===== src/rtl/lea_round_controller.sv =====
// Round sequencing controller for a LEA block-cipher datapath: loads a plaintext block,
// steps NUM_ROUNDS keyed round updates, then holds the ciphertext until it is consumed.
module lea_round_controller #(
    parameter int unsigned NUM_ROUNDS = 24,
    parameter int unsigned CNT_W      = 16
) (
    input  logic             clk,
    input  logic             rst,
    input  logic             in_valid,
    output logic             in_ready,
    input  logic             key_valid,
    input  logic             abort,
    input  logic             out_ready,
    output logic             out_valid,
    output logic             msg_ce,
    output logic             msg_sel,
    output logic             key_req,
    output logic [4:0]       round_idx,
    output logic             busy,
    output logic [CNT_W-1:0] blk_cnt
);

    typedef enum logic [1:0] {StIdle, StRound, StDone} state_e;

    localparam logic [4:0] LastRound = 5'(NUM_ROUNDS - 1);

    state_e           state_q;
    logic [4:0]       round_q;
    logic [CNT_W-1:0] cnt_q;
    logic             advance;

    always_comb begin
        in_ready  = 1'b0;
        out_valid = 1'b0;
        busy      = 1'b0;
        key_req   = 1'b0;
        msg_sel   = 1'b0;
        advance   = 1'b0;
        case (state_q)
            StIdle:  in_ready = 1'b1;
            StRound: begin
                busy    = 1'b1;
                key_req = 1'b1;
                msg_sel = 1'b1;
                advance = key_valid & ~abort;
            end
            StDone: begin
                out_valid = 1'b1;
                in_ready  = out_ready;
            end
            default: ;
        endcase
        // Reset must never let the message register capture or signal acceptance.
        if (rst) begin
            in_ready = 1'b0;
            advance  = 1'b0;
        end
        msg_ce = (in_ready & in_valid) | advance;
    end

    always_ff @(posedge clk) begin
        if (rst) begin
            state_q <= StIdle;
            round_q <= '0;
            cnt_q   <= '0;
        end else begin
            case (state_q)
                StIdle: begin
                    if (in_valid) begin
                        state_q <= StRound;
                        round_q <= '0;
                    end
                end
                StRound: begin
                    if (abort) begin
                        state_q <= StIdle;
                        round_q <= '0;
                    end else if (key_valid) begin
                        if (round_q == LastRound) begin
                            state_q <= StDone;
                        end else begin
                            round_q <= round_q + 5'd1;
                        end
                    end
                end
                StDone: begin
                    if (out_ready) begin
                        cnt_q   <= cnt_q + CNT_W'(1);
                        round_q <= '0;
                        state_q <= in_valid ? StRound : StIdle;
                    end
                end
                default: begin
                    state_q <= StIdle;
                    round_q <= '0;
                end
            endcase
        end
    end

    assign round_idx = round_q;
    assign blk_cnt   = cnt_q;

endmodule


===== config.mk =====
export PLATFORM = sky130hd
export DESIGN_NAME = lea_round_controller
export DESIGN_NICKNAME = d
export VERILOG_FILES = /design/src/rtl/lea_round_controller.sv
export SDC_FILE = /design/constraint.sdc
export NUM_CORES = 1
export LEC_CHECK = 0
export CORE_MARGIN = 10
export CORE_UTILIZATION = 47
export DETAILED_ROUTE_END_ITERATION = 6
export GPL_ROUTABILITY_DRIVEN = 1
export PLACE_DENSITY = 0.79
export SLEW_MARGIN = 20
export SYNTH_ARGS = -nofsm -noshare
export SYNTH_HDL_FRONTEND = slang
export SYNTH_SLANG_ARGS = --single-unit

===== constraint.sdc =====
create_clock -name clk -period 2 [get_ports clk]
set_input_delay 0.4 -clock clk [delete_from_list [all_inputs] [get_ports clk]]
set_output_delay 0.4 -clock clk [all_outputs]
set_load 0.05 [all_outputs]

# Word-level counts from Yosys, hierarchy flattened
# Index checks and enable logic that the tools add are counted.
[totals] ff_bits=23 inputBits=6 out_inout_bits=27
[op_classes] eq_ne=8 add_sub_neg=2 muxes=19 n_reduce_logical=4 bitwise_logic=4
[op_table] cell="$mux W5" n=5
[op_table] cell="$add A16 B1 Y16 const B" n=1
[op_table] cell="$pmux W5 S3" n=1
[op_table] cell="$mux W2" n=5
[op_table] cell="$ne A3 B3 Y1 const B" n=3
[op_table] cell="$reduce_and A4 Y1" n=2
[op_table] cell="$mux W1" n=6
[op_table] cell="$pmux W2 S3" n=1
[op_table] cell="$add A5 B1 Y5 const B" n=1
[op_table] cell="$eq A5 B5 Y1 const B" n=1
[op_table] cell="$ne A2 B2 Y1 const B" n=2
[op_table] cell="$and A1 B1 Y1" n=2
[op_table] cell="$eq A2 B1 Y1 const B" n=1
[op_table] cell="$eq A2 B2 Y1 const B" n=1
[op_table] cell="$logic_not A2 Y1" n=1
[op_table] cell="$pmux W1 S2" n=1
[op_table] cell="$reduce_and A2 Y1" n=1
[op_table] cell="$not A1 Y1" n=1
[op_table] cell="$or A1 B1 Y1" n=1

# Logic depth before layout (Yosys ltp)
[logic_depth] depth_word=5 depth_mapped=6 depth_no_buf=5

# Least setup slack after synthesis
# OpenSTA, ideal clock, no wires.
[synth_timing] path_kind="register -> output" start="reg state_q[1]" end="out msg_ce" t_required_ns=1.600 n_path_buf=1 setup_slack_ns=-0.791 t_arrival_ns=2.391 path_stages_with_launch=6 cell_sequence="dfxtp_1 > buf_4 > and2b_2 > nor3_1 > nand2_1 > o21ai_0"
[synth_between] elab_chain_cells=5 word_cells_on_any_way=9
[synth_rtl] element="start: declaration" line="27" source="state_e state_q;"
[synth_rtl] element="start signal: assignment" line="63" source="state_q <= StIdle;"
[synth_rtl] element="start signal: assignment" line="70" source="state_q <= StRound;"
[synth_rtl] element="start signal: assignment" line="76" source="state_q <= StIdle;"
[synth_rtl] element="$eq A2 B2 Y1 or $logic_not A2 Y1 (tied branches)" line="39" source="case (state_q)"
[synth_rtl] element="$pmux W1 S2 *" line="39"
[synth_rtl] element="$mux W1 *" line="54" source="if (rst) begin"
[synth_rtl] element="named net in_ready" line="10" source="output logic in_ready,"
[synth_rtl] element="$and A1 B1 Y1 *" line="58" source="msg_ce = (in_ready & in_valid) | advance;"
[synth_rtl] element="$or A1 B1 Y1 *" line="58"
[synth_rtl] element="end: declaration" line="15" source="output logic msg_ce,"
# Mark *: on every way through the listed nets, which the timed path passes. The rest lies on a longest branch.

# Worst setup path after layout
[layout_timing] start="reg cnt_q[14], in the netlist blk_cnt[14]" end="out blk_cnt[14]"
[layout_lines] element="start: declaration" line="29" source="logic [CNT_W-1:0] cnt_q;"
[layout_lines] element="start signal: assignment" line="88" source="cnt_q <= cnt_q + CNT_W'(1);"
[layout_lines] element="end: declaration" line="20" source="output logic [CNT_W-1:0] blk_cnt"
# No word-level cell between the ends.

==> results_dict.tcl <==
set metrics [dict create \
    place_hpwl_um 2320 \
    fmax_ghz 0.518 \
    antenna_found_initial 0 \
    syn-cell-area_um2 1190 \
    final_nets 183 \
    antenna_left 0 \
    power_switching_uw 219 \
    gp_congestion 0.844 \
    final_hold_viol_count 0 \
    skew_ps 1.85 \
    initial_core_util 0.488 \
    core_um2 2430 \
    insertion_delay_ps 310 \
    routedWlPerCell_um 14.7 \
    grt-ovfl-total 0 \
    power.internal_uw 604 \
    critPathMaxFanout 4 \
    netlist_top_cells_area "dfxtp_1, nor2_1, xor2_1" \
    cap_viol_max_count 0 \
    numCtsBuffers 3 \
    clkPwrFrac 0.262 \
    crit_arrival_ps 1530 \
    fill_cells 195 \
    worstHoldStart "blk_cnt[15]$_SDFFE_PP0P_" \
    p_leak_nw 0.784 \
    cp_slowest_cell "clkdlybuf4s50_1" \
    cts.sinks 23 \
    gr-usage-all-layers 0.121 \
    synthFlopType "dfxtp_1" \
    rows 18 \
    outcome "complete, no violations" \
    ios 33 \
    start_kind "flip-flop" \
    finalSetupTns_ps 0 \
    worst-setup-path-type "flip-flop to primary output" \
    synth_nets 144 \
    worst_slack_ps 69.8 \
    reg2reg_to "blk_cnt[14]$_SDFFE_PP0P_" \
    grt_pass1_vias 1106 \
    grt_start_max_net_pins 25 \
    first_pass_iters 4 \
    cts_htree_levels 1 \
    regArea_um2 464 \
    postCtsSetupBuffers 0 \
    slew_headroom 0.646 \
    die-area_um2 4930 \
    syn_inst 136 \
    syn_avg_cell_area_um2 8.72 \
    worstHoldPathCells 2 \
    synth_seq_area_share 0.388 \
    period_needed_ps 1930 \
    drt_iter0_markers 70 \
    dp_slack_ps -169 \
    cts_resized 2 \
    seqPwrFrac 0.569 \
    path_clk_slew_ps 120 \
    setup_viol_count_final 0 \
    power.total_uw 823 \
    max_stage_delay_ps 820 \
    cts_root_buf "clkbuf_4" \
    tightest_slew_ps 531 \
    drive_gt1_frac 0.236 \
    multi_input_area_um2 689 \
    yosysUniqueCellTypes 40 \
    grt_first_pass_wirelength_um 5230 \
    synth_seq_cells 23 \
    cp-end-kind "primary output" \
    hold_class "flip-flop to flip-flop" \
    yosysWarnings 0 \
    synth_enable_flop_cells 0 \
    holdPathEnd "blk_cnt[15]$_SDFFE_PP0P_" \
    r2r_cells 5 \
    ys_top_cells_by_count "dfxtp_1, nor2_1, nand2_1, a21oi_1, nand4_1" \
    r2r_start "blk_cnt[0]$_SDFFE_PP0P_" \
    p_comb_frac 0.169 \
    synth_largest_area_cell "dfxtp_1" \
    drt_wl_total_um 3000 \
    cts_tree "yes" \
    synth_top_area_frac 0.388 \
    fin_util 0.692 \
    cp_cell_sequence "clkdlybuf4s50_1" \
    critPathTopFamily "buffers and inverters" \
    hold_buffers 0 \
    via_count 1140 \
    die_y_um 70.2 \
    power_per_cell_area_nw_per_um2 489 \
    rsz0062_at_grt "false" \
    async_flop_share 0 \
    area_growth_pct 41.9 \
    vias_per_cell 5.59 \
    netSwitchingFraction 0.266 \
    peakVddDrop_mv 0.590 \
    rrSetupSlack_ps 190 \
    drcViolationCount 0 \
    diodes 0 \
    fin_crit_sh 0.965 \
    die_w_um 70.2 \
    clock_path_buffers 2 \
    critPathRequiredTime_ps 1600 \
    yosysMostFrequentCell "dfxtp_1" \
    path_buf_inv 1 \
    port_buffers 32 \
    slew_viol_final 0 \
]
[worst max path at each step]
stage / startpoint / to / slack, ps / cells after the start
2_1_floorplan: state_q[0]$_SDFFE_PP0P_ / msg_ce / -130 / 4
4_1_cts: blk_cnt[9]$_SDFFE_PP0P_ / blk_cnt[9] / 4 / 1
6_report: blk_cnt[14]$_SDFFE_PP0P_ / blk_cnt[14] / 70 / 1
3_5_place_dp: out_ready / blk_cnt[14]$_SDFFE_PP0P_ / -170 / 5
5_1_grt: blk_cnt[14]$_SDFFE_PP0P_ / blk_cnt[14] / 2 / 1
3_3_place_gp: out_ready / blk_cnt[14]$_SDFFE_PP0P_ / -150 / 5
[metal layers]
layer  GRT usage  share of wire  routed length, um  up-vias
met3      0.0466          0.050                150        5
met2       0.207           0.50               1490       18
met1       0.137           0.45               1350      543
met4      0.0263         0.0070                 21        0
met5           0              0                  0        -
li1            -              -                  -      574
[layout by cell type (no fill, tap or decap), drive strengths merged, types with 2 or more instances in the layout]
master          n
buf            25
dfxtp          23
nor2           15
nand2          11
dlymetal6s2s    9
a21oi           7
nand4           7
clkdlybuf4s50   7
xor2            6
o21ai           5
xnor2           4
a311oi          4
nand2b          3
and3            3
or3             3
nand3           3
clkbuf          3
or4             3
nor3            3
inv             2
nor2b           2
o22a            2
a31oi           2
and4            2
o31ai           2
ha              2
nor3b           2
nand4b          2
[metrics by stage]
stage | area [um^2] | cells | hold WS (ps)
6_report | 1680 | 204 | 501
5_1_grt | 1680 | 204 | 514
4_1_cts | 1660 | 204 | 511
3_5_place_dp | 1630 | 200 | 494
3_3_place_gp | 1630 | 200 | 461
2_1_floorplan | 1200 | 136 | 595
[state kept, by name (all words and copies together) (netlist names)]
name,cells
state_q,2
blk_cnt,16
round_idx,5
[power by group through the flow]
stage               Clock [mW]  Sequential [mW]  Combinational (mW)
floorplan                    0            0.476              0.0752
global placement             0            0.477               0.139
detailed placement           0            0.478               0.140
CTS                      0.224            0.468               0.139
global route             0.248            0.469               0.147
finish                   0.216            0.468               0.139
[cells by family after synthesis]
| group | count (synthesis) | share of synthesized area |
|---|---|---|
| AOI/OAI and AO/OA | 26 | 0.149 |
| xor gates and xnor gates | 10 | 0.0738 |
| adders and majority gates | 2 | 0.0211 |
| buffers and inverters | 10 | 0.0432 |
| DFF | 23 | 0.388 |
| muxes | 1 | 0.00844 |
| and+or+nand+nor | 64 | 0.316 |
[cell type report]
cell class	count	area share
Multi-Input combinational cell	103	0.410
Sequential cell	23	0.276
Timing Repair Buffer	42	0.270
Tap cell	30	0.0223
Clock buffer	3	0.0134
Clock inverter	1	0.00446
Inverter	2	0.00446
Note: power is estimated with default switching activity, not from simulation.
